**src/rtl/buzzer_arbiter.sv**
```systemverilog
// buzzer_arbiter: shares one buzzer/octave/LED path among three sources
// (0 = keyboard, 1 = song engine, 2 = learn mode). Every ownership change
// passes through a silent gap; the default build uses fixed priority 0 > 2 > 1
// with a minimum hold before preemption. Defining BUZZER_ARB_ROUND_ROBIN_EN
// switches to round-robin granting with no preemption.
module buzzer_arbiter #(
  parameter int GAP_CYCLES = 100000,
  parameter int MIN_HOLD   = 1000000,
  parameter int N_SRC      = 3
) (
  input  logic             clk,
  input  logic             reset,
  input  logic [N_SRC-1:0] req_i,
  input  logic [3:0]       note0_i,
  input  logic [3:0]       note1_i,
  input  logic [3:0]       note2_i,
  input  logic [1:0]       oct0_i,
  input  logic [1:0]       oct1_i,
  input  logic [1:0]       oct2_i,
  input  logic [6:0]       led0_i,
  input  logic [6:0]       led1_i,
  input  logic [6:0]       led2_i,
  output logic [3:0]       note_o,
  output logic [1:0]       octave_o,
  output logic [6:0]       led_o,
  output logic [N_SRC-1:0] grant_o,
  output logic             busy_o,
  output logic             switch_o,
  output logic             end_o
);
  localparam int GAP_MAX  = (GAP_CYCLES > 1) ? GAP_CYCLES : 1;
  localparam int HOLD_SAT = (MIN_HOLD > 1) ? MIN_HOLD : 1;
  localparam int GW       = $clog2(GAP_MAX + 1);
  localparam int HW       = $clog2(HOLD_SAT + 1);
  // GAP_MAX equals GAP_CYCLES whenever a gap exists, so this is GAP_CYCLES-1
  localparam logic [GW-1:0] GAP_LOAD = GW'(GAP_MAX - 1);
  localparam logic [HW-1:0] HOLD_MAX = HW'(MIN_HOLD);

  typedef enum logic [1:0] {S_IDLE, S_GAP, S_OWN} state_t;

  state_t      r_state, w_state_nx;
  logic [1:0]  r_sel, w_sel_nx;     // pending winner in GAP, owner in OWN
  logic [GW-1:0] r_gap, w_gap_nx;
  logic [HW-1:0] r_hold, w_hold_nx;
  logic        r_fprev;             // owner showed 4'hF last cycle
  logic [1:0]  w_win;
  logic        w_any, w_sel_req, w_start;
  logic [3:0]  w_note_src;
  logic [1:0]  w_oct_src;
  logic [6:0]  w_led_src;
  logic        w_own_nx, w_is_f, w_switch;

  assign w_any = |req_i;

`ifdef BUZZER_ARB_ROUND_ROBIN_EN
  logic [1:0] r_ptr;
  logic [1:0] w_rr_idx;

  // Round-robin: first requester at or above the pointer, wrapping
  always_comb begin
    w_win    = 2'd0;
    w_rr_idx = 2'd0;
    for (int k = 2; k >= 0; k--) begin
      w_rr_idx = 2'((int'(r_ptr) + k) % 3);
      if (req_i[w_rr_idx]) w_win = w_rr_idx;
    end
  end

  // Pointer moves one past each source as it is granted
  always_ff @(posedge clk or negedge reset) begin
    if (!reset)        r_ptr <= 2'd0;
    else if (w_switch) r_ptr <= (w_sel_nx == 2'd2) ? 2'd0 : w_sel_nx + 2'd1;
  end
`else
  logic w_hp;

  function automatic logic [1:0] f_rank(input logic [1:0] s);
    case (s)
      2'd0:    f_rank = 2'd0;
      2'd2:    f_rank = 2'd1;
      default: f_rank = 2'd2;
    endcase
  endfunction

  // Fixed priority 0 > 2 > 1; w_hp flags a requester above the current selection
  always_comb begin
    w_win = req_i[0] ? 2'd0 : (req_i[2] ? 2'd2 : 2'd1);
    w_hp  = w_any && (f_rank(w_win) < f_rank(r_sel));
  end
`endif

  // Request line of the selected source
  always_comb begin
    case (r_sel)
      2'd0:    w_sel_req = req_i[0];
      2'd1:    w_sel_req = req_i[1];
      2'd2:    w_sel_req = req_i[2];
      default: w_sel_req = 1'b0;
    endcase
  end

  // State, selection and counters
  always_ff @(posedge clk or negedge reset) begin
    if (!reset) begin
      r_state <= S_IDLE;
      r_sel   <= 2'd0;
      r_gap   <= '0;
      r_hold  <= '0;
    end else begin
      r_state <= w_state_nx;
      r_sel   <= w_sel_nx;
      r_gap   <= w_gap_nx;
      r_hold  <= w_hold_nx;
    end
  end

  // Next-state: w_start means "hand the buzzer to w_win via a fresh gap"
  always_comb begin
    w_state_nx = r_state;
    w_sel_nx   = r_sel;
    w_gap_nx   = r_gap;
    w_hold_nx  = r_hold;
    w_start    = 1'b0;
    unique case (r_state)
      S_IDLE: w_start = w_any;
      S_GAP: begin
        if (!w_sel_req) begin
          if (w_any) w_start = 1'b1;
          else       w_state_nx = S_IDLE;
        end else begin
`ifndef BUZZER_ARB_ROUND_ROBIN_EN
          // better candidate takes the slot but the gap keeps counting
          if (w_hp) w_sel_nx = w_win;
`endif
          if (r_gap == '0) w_state_nx = S_OWN;
          else             w_gap_nx   = r_gap - 1'b1;
        end
      end
      S_OWN: begin
        if (!w_sel_req) begin
          if (w_any) w_start = 1'b1;
          else       w_state_nx = S_IDLE;
        end
`ifndef BUZZER_ARB_ROUND_ROBIN_EN
        else if (w_hp && (r_hold == HOLD_MAX)) w_start = 1'b1;
`endif
        else if (r_hold != HOLD_MAX) w_hold_nx = r_hold + 1'b1;
      end
      default: w_state_nx = S_IDLE;
    endcase
    if (w_start) begin
      w_sel_nx = w_win;
      if (GAP_CYCLES == 0) w_state_nx = S_OWN;
      else begin
        w_state_nx = S_GAP;
        w_gap_nx   = GAP_LOAD;
      end
    end
    // hold restarts from zero on every new grant
    if ((w_state_nx != S_OWN) || (r_state != S_OWN) || w_start) w_hold_nx = '0;
  end

  // Output values for the next cycle, taken from the next owner's inputs
  always_comb begin
    w_note_src = 4'h0;
    w_oct_src  = 2'd0;
    w_led_src  = 7'h00;
    case (w_sel_nx)
      2'd0:    begin w_note_src = note0_i; w_oct_src = oct0_i; w_led_src = led0_i; end
      2'd1:    begin w_note_src = note1_i; w_oct_src = oct1_i; w_led_src = led1_i; end
      2'd2:    begin w_note_src = note2_i; w_oct_src = oct2_i; w_led_src = led2_i; end
      default: ;
    endcase
    w_own_nx = (w_state_nx == S_OWN);
    w_is_f   = w_own_nx && (w_note_src == 4'hF);
    w_switch = w_own_nx && ((r_state != S_OWN) || (w_sel_nx != r_sel));
  end

  // Registered outputs; the end marker is replaced by a rest
  always_ff @(posedge clk or negedge reset) begin
    if (!reset) begin
      note_o   <= 4'h0;
      octave_o <= 2'd0;
      led_o    <= 7'h00;
      grant_o  <= '0;
      busy_o   <= 1'b0;
      switch_o <= 1'b0;
      end_o    <= 1'b0;
      r_fprev  <= 1'b0;
    end else begin
      note_o   <= (w_own_nx && !w_is_f) ? w_note_src : 4'h0;
      octave_o <= w_own_nx ? w_oct_src : 2'd0;
      led_o    <= w_own_nx ? w_led_src : 7'h00;
      grant_o  <= w_own_nx ? (N_SRC'(1) << w_sel_nx) : '0;
      busy_o   <= (w_state_nx != S_IDLE);
      switch_o <= w_switch;
      end_o    <= w_is_f && (!r_fprev || w_switch);
      r_fprev  <= w_is_f;
    end
  end
endmodule
```
**config.mk**
```make
export PLATFORM = sky130hd
export DESIGN_NAME = buzzer_arbiter
export DESIGN_NICKNAME = d
export VERILOG_FILES = /design/src/rtl/buzzer_arbiter.sv
export SDC_FILE = /design/constraint.sdc
export NUM_CORES = 1
export LEC_CHECK = 0
export ABC_CLOCK_PERIOD_IN_PS = 3200
export CAP_MARGIN = 20
export CORE_MARGIN = 2
export CORE_UTILIZATION = 47
export CTS_BUF_LIST = sky130_fd_sc_hd__clkbuf_16
export DETAILED_ROUTE_END_ITERATION = 8
export PLACE_DENSITY = 0.76
export SLEW_MARGIN = 20
export SYNTH_ARGS = -nofsm -noshare
export SYNTH_HDL_FRONTEND = slang
export SYNTH_SLANG_ARGS = --single-unit
```
**constraint.sdc**
```tcl
create_clock -name clk -period 3.2 [get_ports clk]
set_clock_uncertainty 0.2 [all_clocks]
set_input_delay 0.32 -clock clk [delete_from_list [all_inputs] [get_ports clk]]
set_output_delay 0.32 -clock clk [all_outputs]
set_load 0.02 [all_outputs]
```
Yosys cells after proc, flatten, opt, wreduce, memory -nomap -nowiden
Index checks and enable logic that the tools add are counted.

operators by class
  reduce and logical (&&, ||, !) cells = 26
  multiplexer cells = 36
  shift operators = 1
  multipliers = 0
  magnitude comparators = 1
  equality and inequality tests = 16
  add/subtract/negate cells = 2
  div/mod/pow operators = 0
  bitwise logic cells = 0

operators by type and width
  operator                                             count
  2-to-1 mux 20 bit                                    5
  2-to-1 mux 17 bit                                    4
  2-to-1 mux 2 bit                                     12
  one-hot mux 7 bit (3 select lines)                   1
  adder 20 x 1 -> 20 bit, second input constant        1
  equality test 20 bit, second input constant          1
  != test 20 bit, second input constant                1
  logical NOT 17 bit                                   1
  subtractor 17 x 1 -> 17 bit, second input constant   1
  one-hot mux 2 bit (3 select lines)                   2
  one-hot mux 4 bit (3 select lines)                   1
  nonzero test 2 bit                                   6
  equality test 2 bit, second input constant           5
  logical NOT 2 bit                                    4
  one-hot mux 2 bit (2 select lines)                   2
  2-to-1 mux 7 bit                                     1
  equality test 2 x 1 -> 1 bit, second input constant  3
  logical AND 1 bit                                    6
  != test 2 bit, second input constant                 3
  one-hot mux 1 bit (3 select lines)                   2
  equality test 4 bit, second input constant           1
  logical OR 1 bit                                     4
  2-to-1 mux 1 bit                                     4
  2-to-1 mux 4 bit                                     1
  9 further kinds                                      10

word-level totals
  memory bits (writable) = 0
  memory bits (read-only) = 0
  latch bits = 0
  output and inout bits = 19
  bits in registers = 61
  memories kept = 0

Longest topological paths before layout
  depth in word-level cells = 18
  gate-level depth with buffers = 12
  mapped depth without buffers = 11

Least setup slack after synthesis
OpenSTA, ideal clock, no wires.

  path type = register -> register
  from = reg r_sel[0]
  to = reg end_o
  data arrival time = 2.913 ns
  stages on the path, launching flop included = 12
  period minus slack after synthesis = 3.232 ns
  slack = -0.032 ns
  cell sequence = dfrtp_1 inv_1 ha_1 a211o_1 or4_4 nand3_4 mux2_4 buf_4 and2_4 a221oi_1 nor4_4 and3_1

on the way
  longest elaborated chain between the ends = 14
  elaborated cells between the ends (all ways) = 32
  those cells by class = 1 x order compare; 7 x eq/ne; 15 x mux; 9 x reduce/logical

ends and longest elaborated chain
  item                                                                    RTL line  RTL
  from (decl)                                                             42        logic [1:0] r_sel, w_sel_nx;
  from (signal assigned)                                                  111       r_sel <= w_sel_nx;
  equality test 2 bit or logical NOT 2 bit (tied branches)                78, 94
  one-hot mux 2 bit (2 select lines)                                      78        case (s)
  less-than comparator 2 bit                                              88        w_hp = w_any && (f_rank(w_win) < f_rank(r_sel));
  logical AND 1 bit                                                       88
  logical AND 1 bit                                                       145       else if (w_hp && (r_hold == HOLD_MAX)) w_start = 1'b1;
  2-to-1 mux 1 bit                                                        145
  2-to-1 mux 1 bit                                                        140       if (!w_sel_req) begin
  one-hot mux 1 bit (3 select lines)                                      124       unique case (r_state)
  2-to-1 mux 2 bit                                                        151       if (w_start) begin
  equality test 2 bit, or another cell as far along                       168       case (w_sel_nx)
  one-hot mux 4 bit (3 select lines) or logical OR 1 bit (tied branches)  168, 176
  equality test 4 bit or logical AND 1 bit (tied branches)                175, 176
  logical AND 1 bit or logical OR 1 bit (tied branches)                   175, 197
  logical AND 1 bit (*)                                                   197       end_o <= w_is_f && (!r_fprev || w_switch);
  to (signal assigned)                                                    197
  to (decl)                                                               29        output logic end_o

Every way passes the cells marked *; elsewhere a longest branch is shown, timed or not.
A chain may end at the register's enable or synchronous reset.

Worst setup path after layout
  from = reg r_sel[0]
  to = reg note_o[1]

on the way
  longest elaborated chain between the ends = 16
  elaborated cells between the ends (all ways) = 30
  those cells by class = 1 x order compare; 6 x eq/ne; 16 x mux; 7 x reduce/logical

ends and longest elaborated chain
  item                                                      RTL line  RTL
  equality test 2 bit or logical NOT 2 bit (tied branches)  78, 94
  one-hot mux 2 bit (2 select lines)                        78
  less-than comparator 2 bit                                88
  logical AND 1 bit                                         88
  logical AND 1 bit                                         145
  2-to-1 mux 1 bit                                          145
  2-to-1 mux 1 bit                                          140
  one-hot mux 1 bit (3 select lines)                        124
  2-to-1 mux 2 bit                                          151
  equality test 2 bit, or another cell as far along         168
  one-hot mux 4 bit (3 select lines)                        168
  equality test 4 bit                                       175       w_is_f = w_own_nx && (w_note_src == 4'hF);
  logical AND 1 bit                                         175
  logical NOT 1 bit                                         191       note_o <= (w_own_nx && !w_is_f) ? w_note_src : 4'h0;
  logical AND 1 bit                                         191
  2-to-1 mux 4 bit (*)                                      191
  to (signal assigned)                                      191
  to (decl)                                                 23        output logic [3:0] note_o,

Marks and branches as above.

==> results.toml <==
[clock_tree]
htree_levels = 3
cts_tree = "yes"
path_clk_slew_ns = 0.06
cts_buffers = 9
worstSkewPairLatency_ns = 0.32
cts.sinks = 61
root_buffer = "clkbuf_16"
clockBufferDepth = 2

[die]
die_y_um = 86.8
core_area_um2 = 6720
die_x_um = 86.8
std_cell_rows = 30
ios = 63
start_util_pct = 48.0
die-area_um2 = 7540

[critical_path]
cp-end-kind = "flop"
crit_fanout = 5
ff2ff_path_depth = 14
cp.required_ns = 3.23
start_kind = "flop"
r2r_slack_ns = -0.04
crit_arrival_ns = 3.27
path_class = "flop to flop"

[sta]
min_period_ns = 3.24
slew_headroom_pct = 38.5
rsz0062_at_grt = "yes"
worst_slew_pin_slew_ns = 0.923
period_share_pct = 101
max_freq_mhz = 308
slew_violations = 0
finalSetupViolations = 1
hold_viol_final = 0
whs_ns = 0.315
finalWorstSetupSlack_ns = -0.0422

[synthesis]
synthArstFlopShare_pct = 100
ys.flop_type = "dfrtp_1"
synthesis.nets = 379
yosys_warnings = 0
synth_simple_gate_area_share_pct = 25.9
syn_area_per_cell_um2 = 9.77
synthMuxAreaShare_pct = 5.59
synth_seq_area_share_pct = 47.4
synth_compound_area_share_pct = 8.89
synth_top_family_by_area = "simple AND/OR/NAND/NOR gates"
yosys_register_bits = 61
yosysUniqueCellTypes = 56
synthCells = 330
synth_edf_count = 0
syn-cell-area_um2 = 3220
synthAdderAreaFrac_pct = 1.94
synthXorXnorAreaFrac_pct = 7.88

[grt]
grt_pass1_wl_um = 13100
grt_pass1_vias = 2940
track_usage_pct = 22.8
overflow = 0
antenna_found_initial = 0
grt_max_degree = 41

[cells_and_area]
design_area_um2 = 4800
fillCellCount = 482
antenna_cells = 0
drive_gt1_share_pct = 22.1
multi_input_area_um2 = 1770
regArea_um2 = 1530
final_cells = 532
final_nets = 497
area_delta_synth_final_pct = 49.1

[outcome]
outcome = "complete, but fails checks"
violations = "negative setup slack"

[power]
power_mw = 2.95
max-vdd-ir-drop_v = 0.000341
power.density_nw_per_um2 = 613
leakage_nw = 2.05

[drt]
drc = 0
vias_per_cell = 5.36
wire_per_inst_um = 15.2
wirelength_um = 8090
dr_wl_met3_um = 460
m1WireLength_um = 3180
num_vias = 2851
first_pass_iters = 4
drt-initial-drc-count = 127
top_layer = "met4"
antenna_left = 0
dr_wl_met2_um = 4290

[placement]
place_congestion = 0.828
place_ws_ns = -0.459
dp.cells = 505
place_area_um2 = 4240
port_buffers = 62
place_hpwl_um = 5510

[flow_run]
max_cap_violations = 0

[hold_path]
whs_path_depth = 2
min_path_type = "flop to flop"
timing repair:
action,CTS,global route
gates resized for setup,11,18
endpoints found under the setup margin,6,6
buffers inserted,7,4
endpoints found under the hold margin,38,0
hold buffers,1,0
pin swaps,9,9
gates cloned,0,0
cell usage in the layout (no fill, tap or decap), types with 3 or more instances in the layout:
| cell | netlist | layout |
|---|---|---|
| and3_1 | 6 | 5 |
| inv_2 | 0 | 3 |
| o21ai_0 | 5 | 5 |
| or3_1 | 3 | 3 |
| buf_6 | 0 | 3 |
| xnor2_1 | 13 | 13 |
| a21o_1 | 3 | 3 |
| nand4_1 | 6 | 6 |
| xor2_1 | 16 | 16 |
| ha_1 | 5 | 3 |
| nor3_2 | 0 | 3 |
| clkbuf_16 | 0 | 9 |
| inv_1 | 9 | 6 |
| mux2i_1 | 12 | 11 |
| clkdlybuf4s50_1 | 0 | 59 |
| and2_1 | 4 | 4 |
| dfrtp_1 | 61 | 61 |
| a21oi_1 | 16 | 15 |
| buf_4 | 2 | 49 |
| nor3_1 | 12 | 9 |
| nand2_1 | 23 | 22 |
| nor2b_1 | 4 | 4 |
| bufinv_16 | 0 | 3 |
| nor2_1 | 64 | 63 |
| nand2b_1 | 3 | 3 |
| nand3_1 | 14 | 13 |
path summary, 6_finish.rpt:
| path | start | endpoint |
|---|---|---|
| setup / recovery | r_sel[0] | note_o[1] |
| hold / removal | r_gap[7] | r_gap[7] |
| setup reg to reg | r_sel[0] | note_o[1] |
| hold reg to reg | r_gap[7] | r_gap[7] |
| max in group asynchronous | reset | r_gap[0] |
| min in group asynchronous | reset | r_gap[3] |
kinds of logic (layout without fill, tap and decap cells):
family	Yosys count	in the layout
simple gates	161	161
flops	61	61
compound gates	40	40
xor+xnor	29	29
buf+inv	18	140
mux	16	16
fa+ha+maj	5	5
flip-flops by register name (all words and copies together), names as in the netlist:
register	count
octave_o	2
r_state	2
busy_o	1
grant_o	3
r_hold	20
r_gap	17
note_o	4
r_sel	2
switch_o	1
end_o	1
r_fprev	1
led_o	7
Yosys cell counts (4+ instances only):
| cell | count | area [µm²] |
|---|---|---|
| xnor2_1 | 13 | 114 |
| inv_1 | 9 | 33.8 |
| and2_1 | 4 | 25.0 |
| mux2i_1 | 12 | 120 |
| nand2_1 | 23 | 86.3 |
| a21oi_1 | 16 | 80.1 |
| nand3_1 | 14 | 70.1 |
| nor2b_1 | 4 | 25.0 |
| nor2_1 | 64 | 240 |
| and3_1 | 6 | 37.5 |
| clkbuf_1 | 5 | 18.8 |
| o21ai_0 | 5 | 25.0 |
| nor3_1 | 12 | 60.1 |
| dfrtp_1 | 61 | 1530 |
| nand4_1 | 6 | 37.5 |
| ha_1 | 5 | 62.6 |
| xor2_1 | 16 | 140 |
where the power goes:
part	switching [mW]	internal, mW	total (mW)	leakage [nW]
logic	0.529	0.506	1.04	1.10
clock network	0.331	0.749	1.08	0.160
registers	0.0293	0.803	0.832	0.792
worst max-delay path, stage by stage, from the launching register on:
cell and delay [ns]:
dfrtp_1 0.40, inv_2 0.09, ha_4 0.21, buf_4 0.13, nand2_2 0.07, a21oi_2 0.06, or4_4 0.50, nand3_4 0.11
mux2_4 0.36, buf_6 0.13, a21o_1 0.19, a221oi_4 0.27, nor4_4 0.08, buf_4 0.15, a211oi_4 0.19
final cells by class:
class                      count  share of cell area [%]
inverter                       9                   0.703
clock inverter                 6                    2.14
multi-input combinational    251                    36.9
tap                           80                    2.08
clock buffer                   9                    4.69
sequential                    61                    31.8
timing repair buffer         116                    21.7
through the flow:
stage	utilization (%)	setup TNS (ns)
4_1_cts	69.5	-0.531
3_3_place_gp	63.1	-3.36
6_report	71.5	-0.0422
5_1_grt	71.5	-0.518
2_1_floorplan	-	0
3_5_place_dp	63.1	-5.26
routing by layer:
layer | track usage, % | vias to the layer above
li1 | - | 1375
met1 | 24.7 | 1379
met2 | 39.6 | 87
met3 | 7.05 | 10
met4 | 11.8 | 0
met5 | 0 | -
No activity file was read; power rests on OpenSTA's default activity.
